===== config.mk =====
export PLATFORM = sky130hd
export DESIGN_NAME = mem_bus_arbiter
export DESIGN_NICKNAME = d
export VERILOG_FILES = /design/src/rtl/mem_bus_arbiter.sv
export SDC_FILE = /design/constraint.sdc
export NUM_CORES = 1
export LEC_CHECK = 0
export BUFFER_PORTS_ARGS = -buffer_cell sky130_fd_sc_hd__buf_2
export CORE_AREA = 2 2 201 203
export CTS_BUF_LIST = sky130_fd_sc_hd__clkbuf_4 sky130_fd_sc_hd__clkbuf_8
export CTS_CLUSTER_DIAMETER = 80
export DETAILED_ROUTE_END_ITERATION = 10
export DIE_AREA = 0 0 203 205
export PLACE_DENSITY = 0.45
export SLEW_MARGIN = 30
export SYNTH_ARGS = -nofsm -noshare
export SYNTH_HDL_FRONTEND = slang
export SYNTH_SLANG_ARGS = --single-unit

===== constraint.sdc =====
create_clock -name clk -period 1.5 [get_ports clk]
set_input_delay 0.15 -clock clk [delete_from_list [all_inputs] [get_ports clk]]
set_output_delay 0.15 -clock clk [all_outputs]
set_load 0.005 [all_outputs]

===== src/rtl/mem_bus_arbiter.sv =====
// Two-port arbiter sharing one core-to-memory bus between instruction fetch and load/store.
// Data side has priority unless fetch has been starved for STARVE_LIMIT data grants.
module mem_bus_arbiter #(
    parameter int STARVE_LIMIT = 4,
    parameter int ADDR_W       = 64
) (
    input  logic              clk,
    input  logic              reset,
    input  logic              ireq_valid,
    input  logic [ADDR_W-1:0] ireq_addr,
    output logic              iresp_data_ok,
    output logic [31:0]       iresp_data,
    input  logic              dreq_valid,
    input  logic [ADDR_W-1:0] dreq_addr,
    input  logic [2:0]        dreq_size,
    input  logic [7:0]        dreq_strobe,
    input  logic [63:0]       dreq_data,
    output logic              dresp_data_ok,
    output logic [63:0]       dresp_data,
    output logic              creq_valid,
    output logic              creq_is_write,
    output logic [ADDR_W-1:0] creq_addr,
    output logic [2:0]        creq_size,
    output logic [7:0]        creq_strobe,
    output logic [63:0]       creq_data,
    input  logic              cresp_ok,
    input  logic [63:0]       cresp_data
);

    localparam int CNT_W = $clog2(STARVE_LIMIT + 1);

    typedef enum logic [1:0] {
        IDLE   = 2'd0,
        BUSY_I = 2'd1,
        BUSY_D = 2'd2
    } state_t;

    state_t              state_q;
    logic                owner_live_q;
    logic [CNT_W-1:0]    starve_cnt_q;
    logic [CNT_W-1:0]    starve_cnt_d;
    logic                creq_valid_q;
    logic                creq_is_write_q;
    logic [ADDR_W-1:0]   creq_addr_q;
    logic [2:0]          creq_size_q;
    logic [7:0]          creq_strobe_q;
    logic [63:0]         creq_data_q;
    logic                at_limit_s;
    logic                grant_i_s;
    logic                grant_d_s;

    assign at_limit_s = (starve_cnt_q == CNT_W'(STARVE_LIMIT));
    assign grant_i_s  = ireq_valid & (~dreq_valid | at_limit_s);
    assign grant_d_s  = dreq_valid & ~grant_i_s;

    // Starvation counter next value: only arbitration in IDLE moves it.
    always_comb begin
        starve_cnt_d = starve_cnt_q;
        if (state_q == IDLE) begin
            if (grant_i_s) begin
                starve_cnt_d = '0;
            end else if (grant_d_s && ireq_valid && !at_limit_s) begin
                starve_cnt_d = starve_cnt_q + CNT_W'(1);
            end else begin
                starve_cnt_d = starve_cnt_q;
            end
        end else begin
            starve_cnt_d = starve_cnt_q;
        end
    end

    // Arbitration FSM with registered bus request; creq_* stay frozen while BUSY.
    always_ff @(posedge clk) begin
        if (!reset) begin
            state_q         <= IDLE;
            owner_live_q    <= 1'b0;
            starve_cnt_q    <= '0;
            creq_valid_q    <= 1'b0;
            creq_is_write_q <= 1'b0;
            creq_addr_q     <= '0;
            creq_size_q     <= 3'b000;
            creq_strobe_q   <= 8'h00;
            creq_data_q     <= 64'h0;
        end else begin
            starve_cnt_q <= starve_cnt_d;
            case (state_q)
                IDLE: begin
                    if (grant_d_s) begin
                        state_q         <= BUSY_D;
                        owner_live_q    <= 1'b1;
                        creq_valid_q    <= 1'b1;
                        creq_is_write_q <= |dreq_strobe;
                        creq_addr_q     <= dreq_addr;
                        creq_size_q     <= dreq_size;
                        creq_strobe_q   <= dreq_strobe;
                        creq_data_q     <= dreq_data;
                    end else if (grant_i_s) begin
                        state_q         <= BUSY_I;
                        owner_live_q    <= 1'b1;
                        creq_valid_q    <= 1'b1;
                        creq_is_write_q <= 1'b0;
                        creq_addr_q     <= ireq_addr;
                        creq_size_q     <= 3'b010;
                        creq_strobe_q   <= 8'h00;
                        creq_data_q     <= 64'h0;
                    end else begin
                        state_q      <= IDLE;
                        owner_live_q <= 1'b0;
                        creq_valid_q <= 1'b0;
                    end
                end
                BUSY_I: begin
                    if (cresp_ok) begin
                        state_q      <= IDLE;
                        owner_live_q <= 1'b0;
                        creq_valid_q <= 1'b0;
                    end else if (!ireq_valid) begin
                        owner_live_q <= 1'b0;
                    end else begin
                        owner_live_q <= owner_live_q;
                    end
                end
                BUSY_D: begin
                    if (cresp_ok) begin
                        state_q      <= IDLE;
                        owner_live_q <= 1'b0;
                        creq_valid_q <= 1'b0;
                    end else if (!dreq_valid) begin
                        owner_live_q <= 1'b0;
                    end else begin
                        owner_live_q <= owner_live_q;
                    end
                end
                default: begin
                    state_q      <= IDLE;
                    owner_live_q <= 1'b0;
                    creq_valid_q <= 1'b0;
                end
            endcase
        end
    end

    assign creq_valid    = creq_valid_q;
    assign creq_is_write = creq_is_write_q;
    assign creq_addr     = creq_addr_q;
    assign creq_size     = creq_size_q;
    assign creq_strobe   = creq_strobe_q;
    assign creq_data     = creq_data_q;

    // A flushed owner (owner_live_q low) never sees its response.
    assign iresp_data_ok = (state_q == BUSY_I) & cresp_ok & owner_live_q;
    assign dresp_data_ok = (state_q == BUSY_D) & cresp_ok & owner_live_q;
    assign iresp_data    = creq_addr_q[2] ? cresp_data[63:32] : cresp_data[31:0];
    assign dresp_data    = cresp_data;

endmodule


==> flow_summary.yaml, run 1 <==
grt:
  track_usage_pct: 15.14
  antenna_found_initial: 2
  grt_pass1_wl_um: 48530
  grt_pass1_vias: 8331
  grt_max_degree: 104
  grt-ovfl-total: 0
power_and_ir_drop:
  power.density_nw_per_um2: 810.1
  power_mw: 11.62
  ir_drop_v: 0.0004775
  p_int_mw: 7.797
  swShare_pct: 32.91
  seqPwrFrac_pct: 37.8
  cellLeakagePower_nw: 6.559
  p_sw_mw: 3.824
  p_comb_share_pct: 34.1
  p_clk_share_pct: 28.1
yosys:
  synth_cell_types: 29
  yosys.area.top_type: "dfxtp_1"
  synth_xor_area_share_pct: 0
  syn_area_sq_um: 6908
  syn_nets: 1125
  muxShareOfSynthArea_pct: 5.216
  synth-simple-area-share_pct: 14.91
  synth_adder_area_share_pct: 0.9056
  synthesis.yosys.warnings: 0
  synth_seq_cells: 147
  synth_top_cell_area_share_pct: 42.60
  synth_top_family_by_area: "compound AO/OA/AOI/OAI gates"
  synthTopCellsByArea: "dfxtp_1 (43%), a21oi_1 (9.4%), nand2_1 (8.0%), buf_4 (7.8%), a21boi_1 (6.3%)"
  synth_area_per_cell_sq_um: 8.146
  syn-instance-count: 848
  synth_compound_area_share_pct: 23.53
  seq_area_frac_synth_pct: 42.60
timing:
  period_share_pct: 114.2
  finClkSkew_ps: 19.90
  hold_slack_ps: 96.29
  setup_viol: 73
  post-route-min-period_ps: 1714
  fin_tns_setup_ps: -6480
  hold_violations: 0
  rsz0062_at_grt: "yes"
  fmax_ghz: 0.5836
  tightest_slew_ps: 442.3
  slew-limit-headroom_pct: 70.51
  setup_ws_ps: -213.5
  slew_violations: 0
clocking:
  clockBufferDepth: 2
  root_buffer: "clkbuf_8"
  cts_tree: "yes"
  clkSinkCount: 147
  cts_max_level: 4
  tritoncts.num_buffers: 17
  insertion_delay_ps: 470
  clk_pin_slew_worst_paths_ps: 90
route:
  via_per_inst: 4.301
  antenna_left: 0
  wire_per_inst_um: 17.99
  vias: 8851
  drtPass1Iterations: 5
  drtIter0Drc: 494
  wirelength_um: 37030
  drc: 0
setup_path:
  crit_path_end_kind: "primary output"
  cp-start-kind: "flip-flop"
  critical_path_required_ps: 1350
  worstPathArrival_ps: 1560
  worstSetupPathType: "reg -> out"
  crit_fanout: 8
floorplan:
  dieArea_sq_um: 41620
  start_util_pct: 17.55
  coreArea_sq_um: 39370
  dieWidth_um: 203
  rows: 73
  io_pins: 511
  fp.dieH_um: 205
run:
  max-cap-violations: 0
placement:
  place_inst: 1780
  placed_cell_area_sq_um: 9674
  dp_hpwl_um: 21490
  place_ws_ps: -73.56
  place.gp.congestion: 0.7796
  portBuffers: 510
cells_and_area:
  diodes: 0
  utilization_pct: 36.44
  fillers: 3925
  instances_no_fill: 2058
  area_growth_pct: 107.7
  drive_above_1_share_pct: 54.86
  final_nets: 1797
  stdcell_area_sq_um: 14350
status:
  failed_checks: "negative setup slack"
  status: "finished with violations"
min_path:
  worstHoldPathType: "in -> reg"
## registers in the layout, summed over array words and instances (netlist names)
signal,cells
creq_data,64
owner_live_q,1
creq_valid,1
creq_size,3
creq_is_write,1
creq_strobe,8
creq_addr,64
starve_cnt_q,3
state_q,2
## synthesized netlist by cell type, drive strengths merged
cell      n
nor3      1
a22oi     1
o21a      1
mux2     32
and2      2
nand3    75
nand4     2
nor3b     1
or3       1
a21oi   130
nor2      2
o21ai    69
dfxtp   147
nand3b    1
buf     106
a21boi   80
and3      2
clkbuf   33
inv       4
ha        5
nand2   147
nor2b     3
nor4      2
a32oi     1
## routing by layer
layer,part of all wire [%],track usage (%),vias to the layer above,routed length [um]
met2,46,22.33,377,16900
li1,-,-,4204,-
met5,0,0,-,0
met3,6.9,3.818,45,2565
met4,2.0,4.979,0,724
met1,45,21.36,4225,16840
## power by group through the flow
stage | clock network (mW) | logic, mW | registers [mW]
final | 3.27 | 3.96 | 4.39
after global routing | 3.57 | 4.24 | 4.43
after CTS | 3.42 | 3.24 | 4.38
after detailed placement | 0 | 2.44 | 4.46
after global placement | 0 | 2.44 | 4.46
after floorplan | 0 | 1.18 | 4.49
## final cells by class
type | instances | area (sq um) | share of cell area, %
flip-flops and latches | 147 | 2952 | 20.58
multi-input cells | 560 | 4253 | 29.65
clock buffers | 21 | 282.8 | 1.971
inverters | 4 | 15.01 | 0.1047
well taps | 525 | 656.9 | 4.579
clock inverters | 11 | 112.6 | 0.7850
repair buffers | 790 | 6073 | 42.34
## cell families (layout without fill, tap and decap cells)
kind of cell               after synthesis  count (layout)
and+or+nand+nor                        239             240
adders and majority gates                5               5
AOI/OAI and AO/OA                      282             283
buffers and inverters                  143             826
muxes                                   32              32
DFF                                    147             147
## cell usage in the layout (no fill, tap or decap), types with 2 or more instances in the layout
master | netlist | final
a21boi_0 | 22 | 11
a21boi_1 | 58 | 66
a21boi_2 | 0 | 3
a21oi_1 | 130 | 35
a21oi_2 | 0 | 87
a21oi_4 | 0 | 8
and2_4 | 0 | 2
and3_4 | 0 | 2
buf_12 | 0 | 21
buf_16 | 0 | 12
buf_2 | 28 | 478
buf_4 | 72 | 26
buf_6 | 6 | 38
clkbuf_16 | 0 | 10
clkbuf_8 | 0 | 20
dfxtp_1 | 147 | 142
dfxtp_2 | 0 | 4
dlygate4sd3_1 | 0 | 204
ha_4 | 0 | 4
inv_2 | 0 | 4
inv_6 | 0 | 7
mux2_4 | 0 | 32
nand2_1 | 147 | 84
nand2_2 | 0 | 8
nand2_4 | 0 | 54
nand3_1 | 75 | 66
nand3_2 | 0 | 4
nand3_4 | 0 | 5
nand4_1 | 2 | 2
nor2_1 | 2 | 2
nor2b_1 | 3 | 2
nor4_1 | 2 | 2
o21a_4 | 0 | 2
o21ai_0 | 66 | 65
o21ai_1 | 2 | 3
## path summary, 6_finish.rpt
path | endpoint | startpoint | cells after the start | slack [ps]
min reg2reg | creq_data[20]$_SDFFE_PN0P_ | creq_data[20]$_SDFFE_PN0P_ | 2 | 450
max reg2reg | creq_addr[22]$_SDFFE_PN0P_ | starve_cnt_q[0]$_SDFFE_PN0P_ | 10 | -40
min | starve_cnt_q[1]$_SDFFE_PN0P_ | ireq_valid | 3 | 100
max | iresp_data[1] | creq_addr[2]$_SDFFE_PN0P_ | 4 | -210
## worst max-delay path, cell delays in order, from the launching register on
cell     delay [ps]
dfxtp_4         380
buf_12          120
buf_16          150
mux2_4          320
buf_6           120
## timing repair
item | 4_1_cts | 5_1_grt
hold buffers | 204 | 0
endpoints found under the hold margin | 140 | 0
setup endpoints to repair | 154 | 162
setup buffers | 12 | 5
gates resized for setup | 85 | 282
cloned | 14 | 12
pin swaps | 6 | 123
Power figures use the tool's default switching activity.
==> inputs of run 2 (changes only) <==
- CTS_CLUSTER_DIAMETER: 80 -> not set
- MAX_ROUTING_LAYER: not set -> met4
==> flow_summary.yaml, run 2 (synthesis results as in run 1) <==
cells_and_area:
  area_growth_pct: 107.4
  stdcell_area_sq_um: 14320
  mostFrequentLayoutCell: "buf_2"
  layout_common_cells: "buf_2 (478), dlygate4sd3_1 (204), dfxtp_1 (142)"
  utilization_pct: 36.39
  diodes: 0
  final_nets: 1794
  drive_above_1_share_pct: 54.90
clocking:
  root_buffer: "clkbuf_8"
  cts_max_level: 4
  clockBufferDepth: 2
  insertion_delay_ps: 470
  cts_tree: "yes"
  clk_pin_slew_worst_paths_ps: 90
  clkSinkCount: 147
  tritoncts.num_buffers: 17
power_and_ir_drop:
  p_int_mw: 7.788
  seqPwrFrac_pct: 37.9
  p_comb_share_pct: 34.1
  ir_drop_v: 0.0004783
  cellLeakagePower_nw: 6.546
  power.density_nw_per_um2: 809.5
  swShare_pct: 32.84
  p_clk_share_pct: 28.1
  p_sw_mw: 3.808
run:
  max-cap-violations: 0
floorplan:
  io_pins: 511
  start_util_pct: 17.55
  dieArea_sq_um: 41620
  rows: 73
  coreArea_sq_um: 39370
  dieWidth_um: 203
  fp.dieH_um: 205
grt:
  grt_max_degree: 104
  grt-ovfl-total: 0
  grt_pass1_vias: 8333
  antenna_found_initial: 3
  grt_pass1_wl_um: 48480
  track_usage_pct: 15.59
placement:
  place.gp.congestion: 0.7890
  placed_cell_area_sq_um: 9674
  portBuffers: 510
  dp_hpwl_um: 21490
route:
  vias: 8859
  antenna_left: 0
  via_per_inst: 4.311
  drtIter0Drc: 478
  wire_per_inst_um: 18.06
  drtPass1Iterations: 5
  wirelength_um: 37120
  drc: 0
timing:
  hold_violations: 0
  finClkSkew_ps: 19.59
  setup_viol: 67
  fin_tns_setup_ps: -6461
  slew_violations: 0
  tightest_slew_ps: 453.4
  setup_ws_ps: -212.3
  slew-limit-headroom_pct: 69.77
  period_share_pct: 114.2
  post-route-min-period_ps: 1712
  fmax_ghz: 0.5840
  rsz0062_at_grt: "yes"
  hold_slack_ps: 93.73
setup_path:
  crit_path_end_kind: "primary output"
  crit_fanout: 8
  critical_path_required_ps: 1350
  reg2reg_depth: 8
  reg2reg_setup_slack_ps: -50
  crit_path_end: "iresp_data[1]"
  critPathLaunch: "creq_addr[2]$_SDFFE_PN0P_"
  cp-start-kind: "flip-flop"
  worstSetupPathType: "reg -> out"
  r2r-end: "creq_addr[22]$_SDFFE_PN0P_"
  worstPathArrival_ps: 1560
  regToRegStartpoint: "starve_cnt_q[0]$_SDFFE_PN0P_"
status:
  status: "finished with violations"
  failed_checks: "negative setup slack"
min_path:
  worstHoldPathType: "in -> reg"
[run 2: changes by cell type in the layout (fill, tap and decap cells not counted)]
| cell | change |
|---|---|
| a21oi_1 | -2 |
| o21ai_0 | +1 |
| buf_4 | -3 |
| o21a_2 | +1 |
| a21oi_4 | -1 |
| o21a_4 | -1 |
| o21ai_1 | -1 |
| buf_12 | -1 |
| a21oi_2 | +3 |
| buf_16 | +1 |
[run 2: area by class of cell]
type	instances	area (sq um)
fill	3921	25040
timing repair buffer	787	6058
multi-input combinational	560	4247
sequential	147	2952
tap	525	656.9
clock buffer	21	282.8
clock inverter	11	112.6
inverter	4	15.01
[run 2: power groups by stage]
stage,registers (mW),logic [mW],clock network (mW)
2_1_floorplan,4.49,1.18,0
3_3_place_gp,4.46,2.44,0
3_5_place_dp,4.46,2.44,0
4_1_cts,4.38,3.24,3.42
5_1_grt,4.43,4.22,3.56
6_report,4.39,3.95,3.26
[run 2: timing repair]
item | 4_1_cts | 5_1_grt
endpoints found under the setup margin | 154 | 162
buffers inserted | 12 | 3
hold endpoints to repair | 140 | 0
resized for setup | 85 | 283
gates cloned | 14 | 11
hold buffers | 204 | 0
pin swaps | 6 | 122
[run 2: through the flow]
stage          worst slack [ps]  instances  total power, mW
5_1_grt                  -303.1       2055            12.21
3_5_place_dp             -73.56       1780            6.903
2_1_floorplan             26.24        848            5.669
4_1_cts                  -299.1       2041            11.04
6_report                 -212.3       2055            11.60
3_3_place_gp             -28.45       1780            6.898
[run 2: worst max-delay path: stages (launching register included)]
cell,delay [ps]
dfxtp_4,370
buf_12,130
buf_16,150
mux2_4,310
buf_6,120
[run 2: how the worst min path moves through the flow]
| stage | startpoint | to | slack [ps] | cells past startpoint |
|---|---|---|---|---|
| 2_1_floorplan | ireq_addr[22] | creq_addr[22]$_SDFFE_PN0P_ | 280 | 2 |
| 3_3_place_gp | ireq_addr[60] | creq_addr[60]$_SDFFE_PN0P_ | 390 | 3 |
| 3_5_place_dp | ireq_addr[44] | creq_addr[44]$_SDFFE_PN0P_ | 400 | 3 |
| 4_1_cts | ireq_valid | starve_cnt_q[1]$_SDFFE_PN0P_ | 30 | 3 |
| 5_1_grt | ireq_valid | starve_cnt_q[0]$_SDFFE_PN0P_ | 70 | 3 |
| 6_report | ireq_valid | starve_cnt_q[1]$_SDFFE_PN0P_ | 90 | 3 |
[run 2: per-layer routing]
| layer | global-route usage, % | wire, um | vias up |
|---|---|---|---|
| li1 | - | - | 4200 |
| met1 | 21.49 | 17090 | 4217 |
| met2 | 22.35 | 16910 | 403 |
| met3 | 3.691 | 2519 | 39 |
| met4 | 4.823 | 599 | 0 |
| met5 | - | 0 | - |
